File: config.mk
export PLATFORM = sky130hd
export DESIGN_NAME = cnn_layer_accel_result_packer
export DESIGN_NICKNAME = d
export VERILOG_FILES = /design/src/rtl/cnn_layer_accel_result_packer.sv
export SDC_FILE = /design/constraint.sdc
export NUM_CORES = 1
export LEC_CHECK = 0
export ABC_AREA = 1
export BUFFER_PORTS_ARGS = -buffer_cell sky130_fd_sc_hd__buf_2
export CORE_AREA = 5 5 232 234
export DETAILED_ROUTE_END_ITERATION = 16
export DIE_AREA = 0 0 237 239
export SYNTH_ARGS = -nofsm -noshare
export SYNTH_HDL_FRONTEND = slang
export SYNTH_SLANG_ARGS = --single-unit
File: constraint.sdc
create_clock -name i_clk_if -period 15.2 [get_ports i_clk_if]
set_clock_uncertainty 0.2 [all_clocks]
set_input_delay 0.76 -clock i_clk_if [delete_from_list [all_inputs] [get_ports i_clk_if]]
set_output_delay 0.76 -clock i_clk_if [all_outputs]
set_load 0.02 [all_outputs]
File: src/rtl/cnn_layer_accel_result_packer.sv
// Packs the quad's result stream into C_LANES-wide words, tracks output coordinates and marks
// the final word of a job. A 2-entry FIFO decouples packing from downstream backpressure.
module cnn_layer_accel_result_packer #(
  parameter int unsigned C_LANES        = 8,
  parameter int unsigned C_RESULT_WIDTH = 16,
  parameter int unsigned C_DIM_WIDTH    = 10
) (
  input  logic                              i_clk_if,
  input  logic                              i_rst,
  input  logic                              i_cfg_valid,
  output logic                              o_cfg_ready,
  input  logic [C_DIM_WIDTH-1:0]            i_cfg_num_rows,
  input  logic [C_DIM_WIDTH-1:0]            i_cfg_num_cols,
  input  logic [C_DIM_WIDTH-1:0]            i_cfg_num_kernels,
  output logic                              o_cfg_err,
  input  logic                              i_result_valid,
  output logic                              o_result_accept,
  input  logic [C_RESULT_WIDTH-1:0]         i_result_data,
  output logic                              o_pack_valid,
  input  logic                              i_pack_ready,
  output logic [C_LANES*C_RESULT_WIDTH-1:0] o_pack_data,
  output logic [C_LANES-1:0]                o_pack_lane_mask,
  output logic                              o_pack_last,
  output logic [C_DIM_WIDTH-1:0]            o_output_row,
  output logic [C_DIM_WIDTH-1:0]            o_output_col,
  output logic [C_DIM_WIDTH-1:0]            o_output_depth,
  output logic                              o_job_done
);

  localparam int unsigned LaneW = (C_LANES > 1) ? $clog2(C_LANES) : 1;
  localparam int unsigned WordW = C_LANES * C_RESULT_WIDTH;

  typedef enum logic [1:0] {StIdle, StPack, StDrain} state_e;

  state_e                 r_state;
  logic [C_DIM_WIDTH-1:0] r_num_rows, r_num_cols, r_num_kernels;
  logic [C_DIM_WIDTH-1:0] r_row, r_col, r_depth;
  logic [LaneW-1:0]       r_lane_idx;
  logic [WordW-1:0]       r_pack_data;
  logic [WordW-1:0]       r_fifo_data [2];
  logic [C_LANES-1:0]     r_fifo_mask [2];
  logic [1:0]             r_fifo_last;
  logic                   r_wr_ptr, r_rd_ptr;
  logic [1:0]             r_fifo_count;
  logic                   r_cfg_err, r_job_done;

  logic               w_accept, w_fire, w_push, w_pop, w_final, w_lane_full, w_cfg_zero;
  logic               w_depth_wrap, w_col_wrap, w_row_wrap;
  logic [WordW-1:0]   w_word;
  logic [C_LANES-1:0] w_mask;

  assign w_accept     = (r_state == StPack) && (r_fifo_count < 2'd2);
  assign w_fire       = w_accept && i_result_valid;
  assign w_depth_wrap = (r_depth == r_num_kernels - C_DIM_WIDTH'(1));
  assign w_col_wrap   = (r_col == r_num_cols - C_DIM_WIDTH'(1));
  assign w_row_wrap   = (r_row == r_num_rows - C_DIM_WIDTH'(1));
  assign w_final      = w_depth_wrap && w_col_wrap && w_row_wrap;
  assign w_lane_full  = (r_lane_idx == LaneW'(C_LANES - 1));
  assign w_push       = w_fire && (w_lane_full || w_final);
  assign w_pop        = (r_fifo_count != 2'd0) && i_pack_ready;
  assign w_cfg_zero   = (i_cfg_num_rows == '0) || (i_cfg_num_cols == '0) ||
                        (i_cfg_num_kernels == '0);

  // Word as it would look with the incoming result merged into the current lane.
  always_comb begin
    w_word = r_pack_data;
    w_mask = '0;
    for (int i = 0; i < int'(C_LANES); i++) begin
      if (r_lane_idx == LaneW'(i)) w_word[i*C_RESULT_WIDTH +: C_RESULT_WIDTH] = i_result_data;
      w_mask[i] = (LaneW'(i) <= r_lane_idx);
    end
  end

  always_ff @(posedge i_clk_if) begin
    if (i_rst) begin
      r_state        <= StIdle;
      r_num_rows     <= '0;
      r_num_cols     <= '0;
      r_num_kernels  <= '0;
      r_row          <= '0;
      r_col          <= '0;
      r_depth        <= '0;
      r_lane_idx     <= '0;
      r_pack_data    <= '0;
      r_fifo_data[0] <= '0;
      r_fifo_data[1] <= '0;
      r_fifo_mask[0] <= '0;
      r_fifo_mask[1] <= '0;
      r_fifo_last    <= '0;
      r_wr_ptr       <= 1'b0;
      r_rd_ptr       <= 1'b0;
      r_fifo_count   <= 2'd0;
      r_cfg_err      <= 1'b0;
      r_job_done     <= 1'b0;
    end else begin
      r_cfg_err  <= 1'b0;
      r_job_done <= 1'b0;
      case (r_state)
        StIdle: begin
          if (i_cfg_valid) begin
            if (w_cfg_zero) begin
              r_cfg_err <= 1'b1;
            end else begin
              r_num_rows    <= i_cfg_num_rows;
              r_num_cols    <= i_cfg_num_cols;
              r_num_kernels <= i_cfg_num_kernels;
              r_row         <= '0;
              r_col         <= '0;
              r_depth       <= '0;
              r_lane_idx    <= '0;
              r_pack_data   <= '0;
              r_state       <= StPack;
            end
          end
        end
        StPack: begin
          if (w_fire) begin
            // Depth runs fastest, carrying into col, then row.
            if (w_depth_wrap) begin
              r_depth <= '0;
              if (w_col_wrap) begin
                r_col <= '0;
                r_row <= w_row_wrap ? '0 : r_row + C_DIM_WIDTH'(1);
              end else begin
                r_col <= r_col + C_DIM_WIDTH'(1);
              end
            end else begin
              r_depth <= r_depth + C_DIM_WIDTH'(1);
            end
            if (w_push) begin
              r_lane_idx  <= '0;
              r_pack_data <= '0;
            end else begin
              r_lane_idx  <= r_lane_idx + LaneW'(1);
              r_pack_data <= w_word;
            end
            if (w_final) r_state <= StDrain;
          end
        end
        StDrain: begin
          if (w_pop && r_fifo_last[r_rd_ptr]) begin
            r_job_done <= 1'b1;
            r_state    <= StIdle;
          end
        end
        default: r_state <= StIdle;
      endcase

      if (w_push) begin
        r_fifo_data[r_wr_ptr] <= w_word;
        r_fifo_mask[r_wr_ptr] <= w_mask;
        r_fifo_last[r_wr_ptr] <= w_final;
        r_wr_ptr              <= ~r_wr_ptr;
      end
      if (w_pop) r_rd_ptr <= ~r_rd_ptr;
      case ({w_push, w_pop})
        2'b10:   r_fifo_count <= r_fifo_count + 2'd1;
        2'b01:   r_fifo_count <= r_fifo_count - 2'd1;
        default: r_fifo_count <= r_fifo_count;
      endcase
    end
  end

  assign o_cfg_ready      = (r_state == StIdle);
  assign o_cfg_err        = r_cfg_err;
  assign o_result_accept  = w_accept;
  assign o_pack_valid     = (r_fifo_count != 2'd0);
  // Head is gated so stale entries never show on the bus while empty.
  assign o_pack_data      = o_pack_valid ? r_fifo_data[r_rd_ptr] : '0;
  assign o_pack_lane_mask = o_pack_valid ? r_fifo_mask[r_rd_ptr] : '0;
  assign o_pack_last      = o_pack_valid && r_fifo_last[r_rd_ptr];
  assign o_output_row     = r_row;
  assign o_output_col     = r_col;
  assign o_output_depth   = r_depth;
  assign o_job_done       = r_job_done;

endmodule

# After elaboration in Yosys (flattened, before gate mapping)
# Memory sizes are Yosys's and may differ from the RTL's. A register that Yosys moved wholly into a read port is not among the register bits.
# Index checks and enable logic that the tools add are counted.
[word_totals] ram_bits=272 n_memories=2 input_bits=51 word_cells=157 out_inout_bits=172 ff_bits=201
[mem_list] memory="r_fifo_data" depth=2 width=128 read_ports=1 rd_ports_with_merged_regs=1 write_ports=2 line="40" rtl="logic [WordW-1:0] r_fifo_data [2];"
[mem_list] memory="r_fifo_mask" depth=2 width=8 read_ports=1 rd_ports_with_merged_regs=1 write_ports=2 line="41" rtl="logic [C_LANES-1:0] r_fifo_mask [2];"
[op_classes] reduce_logical=29 magnitude_cmp=12 muxes=63 n_eq_ne=21 bitwise_logic=6 addsub=9
[ops] cell="$mux 128" count=6
[ops] cell="$pmux 128 s2" count=1
[ops] cell="$mux 16" count=8
[ops] cell="$reduce_or 128->1" count=1
[ops] cell="$mux 10" count=11
[ops] cell="$pmux 10 s2" count=3
[ops] cell="$add 10x1->10 const B" count=3
[ops] cell="$eq 10x10->1" count=3
[ops] cell="$logic_not 10->1" count=3
[ops] cell="$sub 10x1->10 const B" count=3
[ops] cell="$mux 1" count=18
[ops] cell="$mux 8" count=2
[ops] cell="$ne 2x2->1 const B" count=7
[ops] cell="$eq 3x3->1 const B" count=4
[ops] cell="$le 3x3->1 const A" count=4
[ops] cell="$mux 3" count=4
[ops] cell="$mux 2" count=5
[ops] cell="$reduce_and 5->1" count=2
[ops] cell="$logic_and 1x1->1" count=9
[ops] cell="$reduce_or 8->1" count=1
[ops] cell="$eq 3x2->1 const B" count=2
[ops] cell="$le 1x3->1 const A" count=2
[ops] cell="$le 2x3->1 const A" count=2
[ops] cell="$not 1->1" count=6
[ops] cell="23 further kinds" count=30

# Depth between registers and ports, before layout
[depth] ltp_word=11 mapped_depth=22

# Worst setup path after synthesis
# No wires, ideal clock.
[synth_path] kind="register -> register" startpoint="reg r_num_rows[0]" endpoint="mem r_fifo_data[1][0] (netlist name), enable pin" period_less_slack_ns=5.300 path_buffers=0 t_arrival_ns=4.598 stages_incl_launch_ff=16 setup_ns=0.501 path_slack_ns=9.900 cell_sequence="dfxtp_1 -> inv_2 -> ha_1 -> nand2_1 -> nand2_1 -> nor2_1 -> nand2_1 -> nor2_1 -> nand3_1 -> nor2_2 -> nand2_2 -> nor2_2 -> nand2_1 -> nand2_2 -> nand3_2 -> nand2_1"
[synth_rtl] element="start: declaration" line="36" rtl="logic [C_DIM_WIDTH-1:0] r_num_rows, r_num_cols, r_num_kernels;"
[synth_rtl] element="start signal: assignment" line="104" rtl="r_num_rows <= i_cfg_num_rows;"
[synth_rtl] element="end: declaration" line="40"

==> summary.txt <==
Run status
  • Outcome: completed

Power
  • Peak supply drop: 0.117 mV
  • Leak pwr: 0.0101 uW
  • NetSw: 1380 uW
  • Net Sw Frac: 0.354
  • Power, Total: 3890 uW
  • Clk network pwr share: 0.297
  • Comb power frac: 0.280
  • Pint: 2510 uW
  • Power per Cell Area: 154 nW/um2
  • Reg power frac: 0.423

Clock tree
  • CTS Root Cell: clkbuf_16
  • CTS tree: yes
  • Sinks on Clock Net: 474
  • # resized after CTS: 0
  • Clock slew at reported path FFs: 60 ps
  • Maximum clock path buffer count: 3
  • Setup Fix Bufs, Post-CTS: 0
  • Worst skew pair latency: 600 ps
  • Cts hold-fix bufs: 0
  • H-tree levels: 2
  • Inserted Clock Buffers: 49

Timing
  • Slew Viols, Final: 0
  • Final Hold Vio Count: 0
  • WHS: 240 ps
  • Peak Freq: 224 MHz
  • Final worst slack: 10740 ps
  • Max_slew headroom: 0.160
  • Final setup vio count: 0
  • Min Tclk post-route: 4460 ps
  • Period utilization: 0.293
  • Unrepaired setup endpoints after global routing: no
  • Worst-Margin Slew: 1260 ps
  • Sum Neg Setup Slack: 0 ps

Finish
  • N_diodes: 0
  • Finished Layout Cells: 3466
  • Register Area: 12200 um2
  • P&R area growth vs syn: 12.7%
  • Layout cell share with drive strength beyond 1: 0.126
  • Fillers: 4830
  • Multi-input logic area: 9010 um2
  • Fin nets: 2799

Detailed routing
  • TritonRoute pass-1 iters: 5
  • Vias/cell: 5.30
  • Routed len/inst: 18.7 um
  • DRC: 0
  • Iteration-0 DRC Markers: 1479
  • Via count: 18.4k
  • Final WL: 64.7 mm
  • ANT nets after route: 0

Synthesis
  • Sequential area share after synthesis: 0.546
  • Yosys reg bits: 474
  • Mapped Cells: 2640
  • Post-synth EDFFs: 272
  • Synth unique cells: 38
  • Post-synth top flop: edfxtp_1
  • Mean Syn Cell Area: 8.47 um2
  • Mapped Nets: 2702
  • Synth top area share: 0.365
  • Most frequent cell after synthesis: nand2_1
  • Leading area contributor after synthesis: edfxtp_1
  • Async S/R FF share, synth: 0
  • Syn. warnings: 0
  • Area contributors post-synth: edfxtp_1, dfxtp_1, nand2_1, nor2_1, a21oi_1
  • Synthesized area: 22400 um2
  • Commonest cells in the synthesized netlist: nand2_1, nor2_1, a21oi_1

Floorplan
  • Core area: 51800 um2
  • Initial Util: 0.432
  • Area of the die: 56600 um2
  • Row Count: 84
  • Die height: 239 um
  • Num ports: 223
  • Die W: 237 um

Place
  • Port bufs: 222
  • DP Wirelength: 37.4 mm
  • Placed Cells: 3374
  • Routability Congestion: 0.840
  • Dpl ws: 10750 ps

Global route
  • First-pass GRT wire length: 99.8 mm
  • Total track usage: 0.220
  • Largest net degree at the start of global routing: 189
  • Total grt overflow: 0
  • Vias in the first global route: 17.5k
  • Initial antenna violation count: 0

Setup path
  • CP Launch Type: flop
  • Crit Path Class: flop to output pin
  • Crit path max fanout: 82
  • Crit. End Element: output pin
  • Worst Path Arrival: 3500 ps
  • WP data required: 14240 ps

Min path
  • Worst hold path class: input pin to flop

Run
  • Max-cap violation count: 0
stage by stage:
| step | area [um2] | util |
|---|---|---|
| floorplan | 22400 | - |
| global placement | 23700 | 0.457 |
| detailed placement | 23700 | 0.457 |
| CTS | 25200 | 0.486 |
| global route | 25200 | 0.486 |
| finish | 25200 | 0.486 |
worst max-delay path, cell delays in order (launching register included):
cell     delay, ps
dfxtp_4        520
inv_4          570
buf_4          920
nand2_1        120
a21oi_1        420
buf_2          250
path summary, 6_finish.rpt:
| path | start | end | slack, ps | cells after the start |
|---|---|---|---|---|
| worst min register to register | r_num_cols[1] | r_num_cols[1] | 260 | 2 |
| worst min-delay path | i_cfg_num_rows[5] | r_num_rows[5] | 240 | 3 |
| worst max-delay path | flop | o_pack_data[4] | 10740 | 5 |
| worst max register to register | r_num_rows[0] | r_fifo_data[0][83] | 10800 | 17 |
cell type report:
type	instances	area share
clock buffers	72	0.0547
clock inverters	20	0.00601
inverters	90	0.0137
multi-input cells	1884	0.358
flip-flops and latches	474	0.485
well taps	688	0.0342
repair buffers	238	0.0493
placed cells by master (no fill, tap or decap), types with 66 or more instances in the layout:
cell	count
a21oi_1	322
mux2i_1	120
dfxtp_1	201
inv_1	71
buf_2	222
edfxtp_1	272
nand3_1	66
nand2_1	568
o21ai_0	176
nor2_1	519
power groups by stage:
stage	Sequential, uW	Clock, uW	Combinational, uW
after floorplan	1650	0	823
after global placement	1660	0	1060
after detailed placement	1660	0	1080
after CTS	1640	1170	1090
after global routing	1660	1230	1230
final	1640	1160	1090
kinds of logic (layout without fill, tap and decap cells):
group                      after synthesis  after routing  synth area share
AOI/OAI and AO/OA                      509            509             0.115
and+or+nand+nor                       1210           1210             0.212
xor gates and xnor gates                34             34            0.0139
adders and majority gates               11             11           0.00615
buffers and inverters                  282            420            0.0531
DFF                                    474            474             0.546
muxes                                  120            120            0.0537
per-layer routing:
layer	wire (um)	share of wire	vias up	track usage
met5	0	0	-	0
met4	1570	0.024	0	0.0577
met3	4530	0.070	94	0.0445
met2	29700	0.46	592	0.359
met1	28900	0.45	8717	0.302
li1	-	-	8964	-
flip-flops by register name (all words and copies together), names as in the netlist, named ones only:
register and flops:
o_cfg_err 1, o_job_done 1, o_output_col 10, o_output_depth 10
o_output_row 10, r_fifo_count 2, r_fifo_data 256, r_fifo_last 2
r_fifo_mask 16, r_lane_idx 3, r_num_cols 10, r_num_kernels 10
r_num_rows 10, r_pack_data 128, r_rd_ptr 1, r_state 2
r_wr_ptr 1
Power figures use the tool's default switching activity.
